===== src/rtl/mem_arb_pkg.sv =====
// Shared types and defaults for the two-port memory arbiter.
// Latency: n/a (types and constants only).
// Backpressure: n/a.
package mem_arb_pkg;

    typedef enum logic [1:0] {
        IDLE = 2'd0,
        BUSY = 2'd1,
        RESP = 2'd2
    } state_e;

    localparam logic GRANT_A = 1'b0;
    localparam logic GRANT_B = 1'b1;

    localparam int DEF_WIDTH   = 16;
    localparam int DEF_DEPTH   = 64;
    localparam int DEF_TIMEOUT = 15;

endpackage


===== src/rtl/mem_arb_2p_rr_arb2.sv =====
// Two-input round-robin grant with a one-bit priority pointer.
// Latency: grant is combinational from req_i; pointer moves on the edge where update_i is high.
// Backpressure: none; the caller decides when a grant is consumed via update_i.
// Ports: clk_i/rst_i clock and async active-high reset; req_i[0]=A, req_i[1]=B;
//        update_i advances the pointer past the current grant; gnt_o one-hot grant.
module rr_arb2 (
    input  logic       clk_i,
    input  logic       rst_i,
    input  logic [1:0] req_i,
    input  logic       update_i,
    output logic [1:0] gnt_o
);

    // 0: A wins a tie, 1: B wins a tie
    logic ptr_q, ptr_d;

    always_comb begin
        case (req_i)
            2'b01:   gnt_o = 2'b01;
            2'b10:   gnt_o = 2'b10;
            2'b11:   gnt_o = ptr_q ? 2'b10 : 2'b01;
            default: gnt_o = 2'b00;
        endcase
    end

    // After serving A, favour B next, and vice versa.
    always_comb begin
        ptr_d = ptr_q;
        if (update_i && (gnt_o != 2'b00)) begin
            ptr_d = gnt_o[0];
        end
    end

    always_ff @(posedge clk_i or posedge rst_i) begin
        if (rst_i) begin
            ptr_q <= 1'b0;
        end else begin
            ptr_q <= ptr_d;
        end
    end

endmodule


===== src/rtl/mem_arb_2p.sv =====
// Round-robin arbiter letting two requesters share one memory valid/ready slave port.
// Latency: m_valid_o rises on the sampling edge; requester ready pulses on the edge m_ready_i is seen; 3 cycles minimum.
// Backpressure: holds the request until m_ready_i or TIMEOUT BUSY cycles (then responds with err); requesters wait for ready.
// Ports: a_*/b_* requester sides (valid, wr_rd, addr, wdata in; rdata, ready, err out);
//        m_* memory side (valid, wr_rd, addr, wdata out; rdata, ready in). All outputs registered.
module mem_arb_2p
    import mem_arb_pkg::*;
#(
    parameter int WIDTH      = DEF_WIDTH,
    parameter int DEPTH      = DEF_DEPTH,
    parameter int ADDR_WIDTH = $clog2(DEPTH),
    parameter int TIMEOUT    = DEF_TIMEOUT
) (
    input  logic                  clk_i,
    input  logic                  rst_i,
    input  logic                  a_valid_i,
    input  logic                  a_wr_rd_i,
    input  logic [ADDR_WIDTH-1:0] a_addr_i,
    input  logic [WIDTH-1:0]      a_wdata_i,
    output logic [WIDTH-1:0]      a_rdata_o,
    output logic                  a_ready_o,
    output logic                  a_err_o,
    input  logic                  b_valid_i,
    input  logic                  b_wr_rd_i,
    input  logic [ADDR_WIDTH-1:0] b_addr_i,
    input  logic [WIDTH-1:0]      b_wdata_i,
    output logic [WIDTH-1:0]      b_rdata_o,
    output logic                  b_ready_o,
    output logic                  b_err_o,
    output logic                  m_valid_o,
    output logic                  m_wr_rd_o,
    output logic [ADDR_WIDTH-1:0] m_addr_o,
    output logic [WIDTH-1:0]      m_wdata_o,
    input  logic [WIDTH-1:0]      m_rdata_i,
    input  logic                  m_ready_i
);

    localparam int               CNT_W    = $clog2(TIMEOUT + 1);
    localparam logic [CNT_W-1:0] CNT_LAST = CNT_W'(TIMEOUT - 1);

    state_e                state_q, state_d;
    logic                  gnt_q, gnt_d;
    logic                  m_valid_q, m_valid_d;
    logic                  m_wr_rd_q, m_wr_rd_d;
    logic [ADDR_WIDTH-1:0] m_addr_q, m_addr_d;
    logic [WIDTH-1:0]      m_wdata_q, m_wdata_d;
    logic [CNT_W-1:0]      cnt_q, cnt_d;
    logic                  a_ready_q, a_ready_d, a_err_q, a_err_d;
    logic                  b_ready_q, b_ready_d, b_err_q, b_err_d;
    logic [WIDTH-1:0]      a_rdata_q, a_rdata_d, b_rdata_q, b_rdata_d;

    logic [1:0]            arb_req, arb_gnt;
    logic                  arb_upd;
    logic                  timeout_hit, resp_fire, resp_err;
    logic [WIDTH-1:0]      resp_rdata;

    // cnt_q counts completed BUSY cycles; this is the last one allowed.
    assign timeout_hit = (cnt_q == CNT_LAST);
    assign resp_fire   = (state_q == BUSY) && (m_ready_i || timeout_hit);
    // m_ready_i takes precedence over a timeout landing on the same edge.
    assign resp_err    = !m_ready_i;
    assign resp_rdata  = (m_ready_i && !m_wr_rd_q) ? m_rdata_i : '0;

    // Requests are only arbitrated in IDLE. In RESP the served port is fed
    // back as a one-hot request so the pointer steps past it.
    always_comb begin
        arb_req = 2'b00;
        case (state_q)
            IDLE:    arb_req = {b_valid_i, a_valid_i};
            RESP:    arb_req = (gnt_q == GRANT_B) ? 2'b10 : 2'b01;
            default: arb_req = 2'b00;
        endcase
    end

    assign arb_upd = (state_q == RESP);

    rr_arb2 u_rr_arb2 (
        .clk_i    (clk_i),
        .rst_i    (rst_i),
        .req_i    (arb_req),
        .update_i (arb_upd),
        .gnt_o    (arb_gnt)
    );

    // FSM: state register
    always_ff @(posedge clk_i or posedge rst_i) begin
        if (rst_i) begin
            state_q <= IDLE;
        end else begin
            state_q <= state_d;
        end
    end

    // FSM: next state
    always_comb begin
        state_d = state_q;
        case (state_q)
            IDLE:    if (arb_gnt != 2'b00) state_d = BUSY;
            BUSY:    if (resp_fire) state_d = RESP;
            RESP:    state_d = IDLE;
            default: state_d = IDLE;
        endcase
    end

    // FSM: next values of the registered outputs
    always_comb begin
        gnt_d     = gnt_q;
        m_valid_d = m_valid_q;
        m_wr_rd_d = m_wr_rd_q;
        m_addr_d  = m_addr_q;
        m_wdata_d = m_wdata_q;
        cnt_d     = cnt_q;
        a_ready_d = 1'b0;
        a_err_d   = 1'b0;
        a_rdata_d = a_rdata_q;
        b_ready_d = 1'b0;
        b_err_d   = 1'b0;
        b_rdata_d = b_rdata_q;
        case (state_q)
            IDLE: begin
                cnt_d     = '0;
                m_valid_d = (arb_gnt != 2'b00);
                if (arb_gnt[1]) begin
                    gnt_d     = GRANT_B;
                    m_wr_rd_d = b_wr_rd_i;
                    m_addr_d  = b_addr_i;
                    m_wdata_d = b_wdata_i;
                end else if (arb_gnt[0]) begin
                    gnt_d     = GRANT_A;
                    m_wr_rd_d = a_wr_rd_i;
                    m_addr_d  = a_addr_i;
                    m_wdata_d = a_wdata_i;
                end
            end
            BUSY: begin
                cnt_d = cnt_q + CNT_W'(1);
                if (resp_fire) begin
                    m_valid_d = 1'b0;
                    if (gnt_q == GRANT_B) begin
                        b_ready_d = 1'b1;
                        b_err_d   = resp_err;
                        b_rdata_d = resp_rdata;
                    end else begin
                        a_ready_d = 1'b1;
                        a_err_d   = resp_err;
                        a_rdata_d = resp_rdata;
                    end
                end
            end
            default: begin
                // RESP and any unreachable encoding
                cnt_d     = '0;
                m_valid_d = 1'b0;
            end
        endcase
    end

    always_ff @(posedge clk_i or posedge rst_i) begin
        if (rst_i) begin
            gnt_q     <= GRANT_A;
            m_valid_q <= 1'b0;
            m_wr_rd_q <= 1'b0;
            m_addr_q  <= '0;
            m_wdata_q <= '0;
            cnt_q     <= '0;
            a_ready_q <= 1'b0;
            a_err_q   <= 1'b0;
            a_rdata_q <= '0;
            b_ready_q <= 1'b0;
            b_err_q   <= 1'b0;
            b_rdata_q <= '0;
        end else begin
            gnt_q     <= gnt_d;
            m_valid_q <= m_valid_d;
            m_wr_rd_q <= m_wr_rd_d;
            m_addr_q  <= m_addr_d;
            m_wdata_q <= m_wdata_d;
            cnt_q     <= cnt_d;
            a_ready_q <= a_ready_d;
            a_err_q   <= a_err_d;
            a_rdata_q <= a_rdata_d;
            b_ready_q <= b_ready_d;
            b_err_q   <= b_err_d;
            b_rdata_q <= b_rdata_d;
        end
    end

    assign m_valid_o = m_valid_q;
    assign m_wr_rd_o = m_wr_rd_q;
    assign m_addr_o  = m_addr_q;
    assign m_wdata_o = m_wdata_q;
    assign a_ready_o = a_ready_q;
    assign a_err_o   = a_err_q;
    assign a_rdata_o = a_rdata_q;
    assign b_ready_o = b_ready_q;
    assign b_err_o   = b_err_q;
    assign b_rdata_o = b_rdata_q;

endmodule

===== config.mk =====
export PLATFORM = sky130hd
export DESIGN_NAME = mem_arb_2p
export DESIGN_NICKNAME = d
export VERILOG_FILES = /design/src/rtl/mem_arb_pkg.sv /design/src/rtl/mem_arb_2p_rr_arb2.sv /design/src/rtl/mem_arb_2p.sv
export SDC_FILE = /design/constraint.sdc
export NUM_CORES = 1
export LEC_CHECK = 0
export ABC_AREA = 0
export CAP_MARGIN = 30
export CORE_UTILIZATION = 38
export DETAILED_ROUTE_END_ITERATION = 12
export PLACE_DENSITY = 0.77
export SLEW_MARGIN = 10
export SYNTH_ARGS = -nofsm -noshare
export SYNTH_HDL_FRONTEND = slang
export SYNTH_SLANG_ARGS = --single-unit

===== constraint.sdc =====
create_clock -name clk_i -period 2.05 [get_ports clk_i]
set_input_delay 0.41 -clock clk_i [delete_from_list [all_inputs] [get_ports clk_i]]
set_output_delay 0.41 -clock clk_i [all_outputs]
set_load 0.005 [all_outputs]

==> flow_summary.ini <==
[routing]
route.detailed.drc = 0
vias_per_cell = 5.11
vias = 2468
drt_iter0_drc = 148
drt-total-wl_mm = 7.58
dr.pass1.iters = 4
antenna_left = 0
drt-wirelength-per-cell_um = 15.7

[setup_path]
cp_cell_sequence = clkdlybuf4s50_1
arrival_ps = 1300
r2r-start = state_q[1]
cp_top_family = buffers and inverters
slowest_stage = clkdlybuf4s50_1
reg2regPathDepth = 3
crit_fanout = 3
rrSetupSlack_ps = 480
worstPathBufferInverterCount = 1
reg2reg_to = m_addr_o[2]
end_kind = primary output
cp.required_ps = 1640
crit_type = reg2out
cp_slowest_stage_delay_ps = 550
startpoint_type = flip-flop

[clocking]
clock_sinks = 68
cts_max_level = 3
hold_buffers = 0
path_clk_slew_ps = 70
worstSkewPairLatency_ps = 330
ctsResizeCount = 0
cts_root_buffer = clkbuf_8
cts_tree = yes
numCtsBuffers = 9
cts_setup_buffers = 0
cts_buffer_depth = 2

[logic_synthesis]
syn_area_per_cell_um2 = 11.4
ys_types = 28
synth-edff-count = 0
ys_top_cells_by_area = dfrtp_1, a32o_1, o221ai_1
synth_most_common_cell = dfrtp_1
yosys_warnings = 0
synth_area_um2 = 2860
synth_top_area_share_pct = 59.6
synthTopCellsByCount = dfrtp_1, inv_1, a32o_1, o21ai_0, o221ai_1
synth_nets = 319
synth_async_sr_flop_share_pct = 100
synth-seq-cells = 68
ys_seq_area_share_pct = 59.6
synth_cells = 250
synth_top_flop_cell = dfrtp_1
yosysTopAreaCell = dfrtp_1

[power_and_ir_drop]
peakVddDrop_mv = 0.602
pwr-share-clk_pct = 17.8
p_int_mw = 4.07
power-per-cell-area_nw_per_um2 = 1330
p_switching_mw = 1.84
power_leakage_nw = 2.01
seqPwrFrac_pct = 38.8
comb_power_share_pct = 43.4
switching_share_pct = 31.1
totalPowerFinal_mw = 5.91

[grt]
grt_start_max_net_pins = 35
grt_usage_pct = 19.9
grt_pass1_vias = 2502
antenna_found_initial = 0
grt_pass1_wl_mm = 11.9
grt_remaining_overflow = 0

[outcome]
status = completed

[final_layout]
syn2layout_area_growth_pct = 55.7
drive_above_1_share_pct = 8.59
fin_util_pct = 61.3
fin_nets = 449
antennaDiodeCount = 0

[job]
max_cap_viol_count = 0

[timing]
clock_skew_ps = 6.12
worst_pin_slew_ps = 806
fin_setup_tns_ps = 0
finalHoldViolCount = 0
grt_setup_unrepaired = no
slew_violations = 0
finalWorstPathRequiredPeriod_ps = 1710
relSlewSlack_pct = 46.2
finalSetupViolations = 0
layout_setup_ws_ps = 344
fin_crit_sh_pct = 83.2
max_freq_ghz = 0.586

[hold_path]
worstHoldEndpoint = a_rdata_o[15]
min_path_type = reg2reg
worstHoldStart = a_rdata_o[15]
min_path_cells = 1

[placement]
gp_congestion = 0.821
place_ws_ps = 327
hpwl_mm = 5.47
portBuffers = 126

[die]
num_rows = 31
initial_core_util_pct = 39.4
die_w_um = 88.7
pin_count = 127
die_area_um2 = 7860
die_h_um = 88.7
core_area_um2 = 7250
## worst register-to-register path: cells and delay by family (launching register included)
kind,cells,cell delay (ps)
DFF,1,440
AOI/OAI and AO/OA,2,460
and+or+nand+nor,1,540
## power by group through the flow
stage / sequential [mW] / combinational (mW) / clock, mW
floorplan: 2.30 / 1.07 / 0
global placement: 2.30 / 2.52 / 0
detailed placement: 2.31 / 2.59 / 0
CTS: 2.29 / 2.60 / 1.08
global route: 2.37 / 2.81 / 1.14
finish: 2.29 / 2.56 / 1.05
## cells by family after synthesis
family | count (synthesis) | synth area share, %
fa+ha+maj | 2 | 0.876
buf+inv | 70 | 9.99
xor+xnor | 2 | 0.614
simple gates | 24 | 5.22
compound gates | 84 | 23.7
flops | 68 | 59.6
## through the flow
step,instances,hold WS (ps),cell area (µm²)
2_1_floorplan,250,455,2860
3_3_place_gp,468,471,4260
3_5_place_dp,468,481,4260
4_1_cts,483,496,4450
5_1_grt,483,508,4450
6_report,483,493,4450
## per-layer routing
metal	vias to the layer above	GRT usage (%)	part of all wire, %
met5	-	0	0
li1	1162	-	-
met2	73	33.5	50
met4	0	9.97	3.0
met3	19	3.92	4.7
met1	1214	24.5	43
## layout by cell type, fill, tap and decap left out, types with 2 or more instances in the layout
| cell type | synthesis | layout |
|---|---|---|
| clkbuf_8 | 0 | 10 |
| clkinv_2 | 0 | 3 |
| dfrtp_1 | 68 | 68 |
| nand2_4 | 2 | 2 |
| nand2_1 | 3 | 3 |
| o221ai_1 | 23 | 23 |
| o21ai_0 | 25 | 25 |
| nand3_1 | 3 | 3 |
| a32o_1 | 32 | 32 |
| ha_1 | 2 | 2 |
| inv_1 | 51 | 50 |
| clkdlybuf4s50_1 | 0 | 126 |
| nor2_1 | 7 | 7 |
| nand2b_1 | 3 | 3 |
| clkinvlp_4 | 0 | 2 |
| buf_4 | 2 | 11 |
## worst max path at each step
| stage | from | cells after the start | slack, ps | end |
|---|---|---|---|---|
| 2_1_floorplan | cnt_q[0] | 6 | 670 | b_rdata_o[0] |
| 3_3_place_gp | m_ready_i | 4 | 370 | a_rdata_o[2] |
| 3_5_place_dp | m_ready_i | 4 | 330 | b_rdata_o[7] |
| 4_1_cts | m_wr_rd_o | 1 | 330 | m_wr_rd_o |
| 5_1_grt | state_q[1] | 3 | 280 | m_wdata_o[2] |
| 6_report | m_wr_rd_o | 1 | 340 | m_wr_rd_o |
## sequential cells by signal, indices dropped and copies added (netlist names), 2 cells and up
signal,flops
a_rdata_o,16
b_rdata_o,16
cnt_q,4
m_addr_o,6
m_wdata_o,16
state_q,2
## cell type report
type / instances / area, µm²
Tap cell: 99 / 124
Clock inverter: 5 / 52.6
Inverter: 51 / 195
Sequential cell: 68 / 1700
Multi-Input combinational cell: 112 / 871
Fill cell: 605 / 2810
Timing Repair Buffer: 138 / 1360
Clock buffer: 10 / 138
Note: power is estimated with default switching activity, not from simulation.
==> variant, RTL diff (same settings) <==
Encoding of `state_e`: now one-hot (3 bits for 3 states).
--- a/src/rtl/mem_arb_pkg.sv
+++ b/src/rtl/mem_arb_pkg.sv
@@ -4,8 +4,8 @@
 package mem_arb_pkg;
 
-    typedef enum logic [1:0] {
-        IDLE = 2'd0,
-        BUSY = 2'd1,
-        RESP = 2'd2
+    typedef enum logic [2:0] {
+        IDLE = 3'b001,
+        BUSY = 3'b010,
+        RESP = 3'b100
     } state_e;
 
Behaviour: no difference found for any inputs over 10 cycles, from zero or initial values and one cycle with rst_i high; not proved beyond that.
==> variant against the unedited design <==
Sequential cell count up 1. Routed wire length down 4.5%. Critical endpoint is now a_rdata_o[2]$_DFFE_PP0P_. Design area up 7.3%. Via count up 1.6%. Setup slack worse by 0.15 ns. Area after synthesis up 8.6%. Total power up 2.0%. Largest power group unchanged. Worst hold slack worse by 0.0073 ns. First-iteration DRC count down 74%. Die area up 8.4%. Count of clock-buffer cells in the layout unchanged.
==> variant: results (changes against the unedited design) <==
[status]
status = finished clean

[yosys]
syn_nets = 336  ; +5.3%
syn_area_per_cell_um2 = 11.6  ; +1.7%
ys_seq_area_share_pct = 55.7  ; -3.9 points
yosys.area_share.xor_xnor_pct = 0.565  ; -0.049 points
synth-compound-area-share_pct = 10.7  ; -13 points
synthAdderAreaFrac_pct = 0.807  ; -0.069 points
synth_cell_types = 40  ; +43%

[pwr]
seqPwrFrac_pct = 37.1  ; -1.7 points
p_int_mw = 4.17  ; +2.3%

[final_layout]
layout.nets = 468  ; +4.2%
area_share_clock_buf_inv_pct = 4.20  ; -0.083 points
stdcell_count = 506  ; +4.8%
drive_above_1_share_pct = 16.6  ; +8.0 points
nNonClkBuffers = 139  ; +0.72%

[critical_path]
r2r_start = cnt_q[0]$_DFF_PP0_
cpPeakStageDelay_ns = 0.40  ; -0.15 ns
reg2reg_depth = 8  ; +5
r2r-end = a_rdata_o[2]$_DFFE_PP0P_
worst-r2r-setup-slack_ns = 0.20  ; -0.28 ns

[sta]
clock_skew_ns = 0.00999  ; +0.00386 ns
worst_slew_pin_slew_ns = 0.425  ; -0.381 ns

[placement]
pre_cts_slack_ns = -0.186  ; -0.512 ns
place_inst = 489  ; +4.5%
gp_congestion = 0.721  ; -12%

[drt]
drt-initial-drc-count = 39  ; -74%
totalWireLength_mm = 7.23  ; -4.5%
routed_via_density = 4.95  ; -3.0%

[floorplanning]
core_area_um2 = 7810  ; +7.6%

[worst_hold_path]
worstHoldStart = a_rdata_o[7]$_DFFE_PP0P_

-- variant: worst max path at each step --
stage / slack [ns] / endpoint / cells past startpoint / start
finish: 0.20 / a_rdata_o[2]$_DFFE_PP0P_ / 8 / cnt_q[0]$_DFF_PP0_
global placement: -0.07 / b_rdata_o[10]$_DFFE_PP0P_ / 6 / m_ready_i
CTS: 0.1 / b_rdata_o[13]$_DFFE_PP0P_ / 7 / cnt_q[0]$_DFF_PP0_
floorplan: 0.27 / b_rdata_o[0]$_DFFE_PP0P_ / 8 / cnt_q[0]$_DFF_PP0_
global route: 0.07 / b_rdata_o[13]$_DFFE_PP0P_ / 7 / cnt_q[0]$_DFF_PP0_
detailed placement: -0.19 / b_rdata_o[2]$_DFFE_PP0P_ / 4 / m_ready_i
-- variant: metal layers --
layer	wire length [um]	track usage [%]	vias up
met3	734	7.88	6
met5	0	0	-
met1	3170	23.5	1182
met2	3270	28.9	108
met4	63	5.08	0
li1	-	-	1211
